==> src/rtl/l1_l2_arbiter.sv <==
// Arbitrates I-L1 and D-L1 line misses/writebacks onto one shared L2 port, one transaction in flight.
// Optional ARB_ROUND_ROBIN_EN: alternate tie grants instead of fixed D-over-I priority.
module l1_l2_arbiter #(
    parameter int unsigned ADDR_WIDTH = 16,
    parameter int unsigned LINE_WIDTH = 128
) (
    input  logic                  clk,
    input  logic                  reset,

    input  logic                  icache_pmem_read,
    input  logic [ADDR_WIDTH-1:0] icache_pmem_address,
    output logic [LINE_WIDTH-1:0] icache_pmem_rdata,
    output logic                  icache_pmem_resp,

    input  logic                  dcache_pmem_read,
    input  logic                  dcache_pmem_write,
    input  logic [ADDR_WIDTH-1:0] dcache_pmem_address,
    input  logic [LINE_WIDTH-1:0] dcache_pmem_wdata,
    output logic [LINE_WIDTH-1:0] dcache_pmem_rdata,
    output logic                  dcache_pmem_resp,

    output logic                  l2_read,
    output logic                  l2_write,
    output logic [ADDR_WIDTH-1:0] l2_address,
    output logic [LINE_WIDTH-1:0] l2_wdata,
    input  logic [LINE_WIDTH-1:0] l2_rdata,
    input  logic                  l2_resp
);

    typedef enum logic [1:0] {
        IDLE    = 2'd0,
        SERVE_I = 2'd1,
        SERVE_D = 2'd2,
        DONE    = 2'd3
    } state_e;

    state_e                state_q, state_d;
    logic                  op_write_q, op_write_d;
    logic [ADDR_WIDTH-1:0] addr_q, addr_d;
    logic [LINE_WIDTH-1:0] wdata_q, wdata_d;

    logic i_req;
    logic d_req;
    logic pick_dcache;

    assign i_req = icache_pmem_read;
    assign d_req = dcache_pmem_read | dcache_pmem_write;

`ifdef ARB_ROUND_ROBIN_EN
    // 1 = D-L1 was granted last; reset value 0 makes the first tie go to D
    logic last_grant_q, last_grant_d;

    assign pick_dcache = d_req & (~i_req | ~last_grant_q);
`else
    assign pick_dcache = d_req;
`endif

    // State and transaction latches
    always_ff @(posedge clk or posedge reset) begin
        if (reset) begin
            state_q      <= IDLE;
            op_write_q   <= 1'b0;
            addr_q       <= '0;
            wdata_q      <= '0;
`ifdef ARB_ROUND_ROBIN_EN
            last_grant_q <= 1'b0;
`endif
        end else begin
            state_q      <= state_d;
            op_write_q   <= op_write_d;
            addr_q       <= addr_d;
            wdata_q      <= wdata_d;
`ifdef ARB_ROUND_ROBIN_EN
            last_grant_q <= last_grant_d;
`endif
        end
    end

    // Grant, L2 strobes and client completion
    always_comb begin
        state_d          = state_q;
        op_write_d       = op_write_q;
        addr_d           = addr_q;
        wdata_d          = wdata_q;
`ifdef ARB_ROUND_ROBIN_EN
        last_grant_d     = last_grant_q;
`endif
        l2_read          = 1'b0;
        l2_write         = 1'b0;
        icache_pmem_resp = 1'b0;
        dcache_pmem_resp = 1'b0;

        case (state_q)
            IDLE: begin
                if (pick_dcache) begin
                    state_d    = SERVE_D;
                    op_write_d = dcache_pmem_write;
                    addr_d     = dcache_pmem_address;
                    if (dcache_pmem_write) begin
                        wdata_d = dcache_pmem_wdata;
                    end
`ifdef ARB_ROUND_ROBIN_EN
                    last_grant_d = 1'b1;
`endif
                end else if (i_req) begin
                    state_d    = SERVE_I;
                    op_write_d = 1'b0;
                    addr_d     = icache_pmem_address;
`ifdef ARB_ROUND_ROBIN_EN
                    last_grant_d = 1'b0;
`endif
                end
            end
            SERVE_I: begin
                l2_read  = ~op_write_q;
                l2_write = op_write_q;
                if (l2_resp) begin
                    icache_pmem_resp = 1'b1;
                    state_d          = DONE;
                end
            end
            SERVE_D: begin
                l2_read  = ~op_write_q;
                l2_write = op_write_q;
                if (l2_resp) begin
                    dcache_pmem_resp = 1'b1;
                    state_d          = DONE;
                end
            end
            DONE: begin
                // One quiet cycle lets the served client drop its request
                state_d = IDLE;
            end
            default: begin
                state_d = IDLE;
            end
        endcase
    end

    assign l2_address        = addr_q;
    assign l2_wdata          = wdata_q;
    assign icache_pmem_rdata = l2_rdata;
    assign dcache_pmem_rdata = l2_rdata;

endmodule

==> config.mk <==
export PLATFORM = sky130hd
export DESIGN_NAME = l1_l2_arbiter
export DESIGN_NICKNAME = d
export VERILOG_FILES = /design/src/rtl/l1_l2_arbiter.sv
export SDC_FILE = /design/constraint.sdc
export NUM_CORES = 1
export LEC_CHECK = 0
export CORE_AREA = 10 10 260 262
export DETAILED_ROUTE_END_ITERATION = 10
export DIE_AREA = 0 0 270 272
export GPL_ROUTABILITY_DRIVEN = 0
export HOLD_SLACK_MARGIN = 0.12
export SLEW_MARGIN = 15
export SYNTH_ARGS = -nofsm -noshare
export SYNTH_HDL_FRONTEND = slang
export SYNTH_SLANG_ARGS = --single-unit
==> constraint.sdc <==
create_clock -name clk -period 6.4 [get_ports clk]
set_clock_uncertainty 0.2 [all_clocks]
set_input_delay 1.92 -clock clk [delete_from_list [all_inputs] [get_ports clk]]
set_output_delay 1.92 -clock clk [all_outputs]
set_load 0.02 [all_outputs]
==> flow_metrics.py <==
metrics = {
    "floorplanning": {
        "core_region_area_um2": 62500,
        "die_w_um": 270,
        "initial_core_util": 0.122,
        "io_pins": 698,
        "fp.dieH_um": 272,
        "die_area_um2": 73400,
        "rows": 92,
    },
    "pwr": {
        "ir_worst_vdd_uv": 238,
        "p_int_w": 0.00327,
        "swShare": 0.378,
        "p_leak_nw": 4.04,
        "share_seq_of_total_power": 0.315,
        "pwr-share-clk": 0.189,
        "switching_power_w": 0.00199,
        "comb_power_share": 0.496,
        "powerDensity_nw_per_um2": 505,
    },
    "drt": {
        "antenna_left": 0,
        "drt_pass1_iterations": 4,
        "remaining_drc_errors": 0,
        "drt_iter0_drc": 90,
        "wirelength_um": 29000,
        "vias": 4517,
        "wl_per_cell_um": 18.8,
        "vias_per_cell": 2.93,
    },
    "critical_path": {
        "critPathMaxFanout": 3,
        "cp_top_family": "buffers and inverters",
        "cp.depth": 3,
        "cp-end-kind": "output pin",
        "path_buf_inv": 2,
        "worstSetupPathType": "in -> out",
        "critPathSlowestCell": "clkdlybuf4s50_1",
        "crit_required_ns": 4.28,
        "crit_path_frequent_cell": "clkdlybuf4s50_1",
        "crit_chain": "clkdlybuf4s50_1 -> and2_1 -> clkdlybuf4s50_1",
        "arrival_ns": 3.18,
        "reg2reg_depth": 5,
        "worst_path_largest_cell_delay_ns": 0.62,
        "cp-start-kind": "primary input",
    },
    "synth": {
        "syn_area_um2": 7660,
        "synthCells": 621,
        "synth_seq_area_share": 0.480,
        "syn_avg_cell_area_um2": 12.3,
        "synth_nets": 919,
        "yosys_warnings": 0,
        "yosys.cell_types.count": 19,
        "synth-seq-cells": 147,
    },
    "place": {
        "post-dp-hpwl_um": 22900,
        "portBuffers": 313,
        "dp_cells": 1508,
    },
    "final_layout": {
        "layout-drive-gt1-share": 0.242,
        "finalNonFillerCells": 1541,
        "area_growth_pct": 36.2,
        "n_antenna_cell": 0,
        "finish.net_count": 980,
    },
    "cts": {
        "clock_latency_ns": 0.47,
        "cts_buffer_depth": 2,
        "clkTransAtPathRegs_ns": 0.06,
        "postCtsSetupBuffers": 0,
        "cts_root_buffer": "clkbuf_16",
        "cts_sinks": 147,
        "cts_buffers": 17,
        "post_cts_resized": 0,
        "cts_tree": "built",
        "htreeDepth": 4,
        "cts_hold_buffers": 0,
    },
    "timing": {
        "drv_slew": 0,
        "slew_headroom": 0.351,
        "hold_slack_ns": 0.282,
        "rsz0062_at_grt": "false",
        "layout_min_cycle_time_ns": 5.30,
        "fmax_mhz": 189,
        "fin_crit_sh": 0.828,
        "worst_slew_pin_slew_ns": 0.974,
        "setup_violations": 0,
        "setup_tns_ns": 0,
        "hold_violations": 0,
    },
    "run": {
        "maxCapViolCount": 0,
    },
    "grt": {
        "first_global_vias": 5296,
        "grt.total_usage": 0.0789,
        "grt-ovfl-total": 0,
        "grt_max_degree": 92,
        "grt_pass1_wl_um": 40400,
        "antenna_found_initial": 12,
    },
    "status": {
        "run_status": "completed",
    },
    "worst_hold_path": {
        "hold_class": "reg -> reg",
        "hold_depth": 2,
    },
}
final timing paths:
path                                    end           from  slack [ns]
max                        icache_pmem_resp        l2_resp        1.10
max in group asynchronous     l2_wdata[127]          reset        3.23
max reg2reg                    l2_wdata[19]     state_q[0]        3.84
min                           l2_address[4]  l2_address[4]        0.28
min reg2reg                   l2_address[4]  l2_address[4]        0.28
min in group asynchronous      l2_wdata[13]          reset        1.77
cells in the final DEF, fill, tap and decap left out, types with 4 or more instances in the layout:
| cell type | instances |
|---|---|
| clkdlybuf4s50_1 | 313 |
| dfrtp_1 | 147 |
| mux2_2 | 129 |
| mux2i_1 | 18 |
| nand2_1 | 18 |
| clkbuf_16 | 17 |
| o21ai_0 | 14 |
| inv_6 | 4 |
| ha_1 | 4 |
| clkinv_4 | 4 |
| clkinvlp_4 | 4 |
power by group through the flow:
stage | logic [W] | registers [W] | clock network [W]
2_1_floorplan | 0.000947 | 0.00221 | 0
3_3_place_gp | 0.00266 | 0.00165 | 0
3_5_place_dp | 0.00267 | 0.00167 | 0
4_1_cts | 0.00268 | 0.00167 | 0.00107
5_1_grt | 0.00279 | 0.00172 | 0.00111
6_report | 0.00261 | 0.00166 | 0.000995
routing by layer:
layer  track usage  part of all wire  vias to the layer above  routed length [µm]
li1              -                 -                     1900                   -
met1        0.0724              0.33                     2098                9660
met2         0.120              0.45                      360               13200
met3        0.0604              0.16                      147                4510
met4        0.0560             0.055                       12                1610
met5             0            0.0028                        -                  81
synthesized netlist by cell type:
master    instances  area [µm²]
a21oi_1           2        10.0
ha_1              4        50.1
clkbuf_1          1        3.75
mux2i_1          18         180
nor2b_1           2        12.5
inv_1             3        11.3
nor3_1            1        5.00
o31ai_2           1        12.5
mux2_2          129        1450
nand2_1          19        71.3
buf_4           265        1990
dfrtp_1         147        3680
nor2_4            1        11.3
nor2_1            1        3.75
buf_2             4        20.0
o21ai_1           2        10.0
buf_6             4        45.0
and2_1            3        18.8
o21ai_0          14        70.1
kinds of logic (layout without fill, tap and decap cells):
family | after synthesis | in the layout | synth area share
AOI/OAI and AO/OA | 19 | 19 | 0.0134
DFF | 147 | 147 | 0.480
and+or+nand+nor | 27 | 27 | 0.0160
muxes | 147 | 147 | 0.213
adders and majority gates | 4 | 4 | 0.00654
buffers and inverters | 277 | 351 | 0.270
layout make-up:
| cell class | instances | area, µm² |
|---|---|---|
| Timing Repair Buffer | 316 | 3180 |
| Sequential cell | 147 | 3680 |
| Tap cell | 846 | 1060 |
| Clock inverter | 12 | 96.3 |
| Inverter | 3 | 16.3 |
| Fill cell | 6870 | 52100 |
| Multi-Input combinational cell | 197 | 1920 |
| Clock buffer | 20 | 467 |
metrics by stage:
stage / total power (W) / worst slack (ns) / util / area, µm²
2_1_floorplan: 0.00316 / 0.329 / - / 7660
3_3_place_gp: 0.00430 / 1.11 / 0.158 / 9850
3_5_place_dp: 0.00434 / 1.10 / 0.158 / 9850
4_1_cts: 0.00542 / 1.09 / 0.167 / 10400
5_1_grt: 0.00562 / 1.04 / 0.167 / 10400
6_report: 0.00526 / 1.10 / 0.167 / 10400
registers in the layout, indices dropped and copies added, names as in the netlist:
name	count
l2_address	16
op_write_q	1
l2_wdata	128
state_q	2
worst min-delay path, cell delays in order, from the launching register on:
cell and delay [ns]:
dfrtp_1 0.34, nand2_1 0.04, o21ai_0 0.06
(Power assumes the default switching activity.)
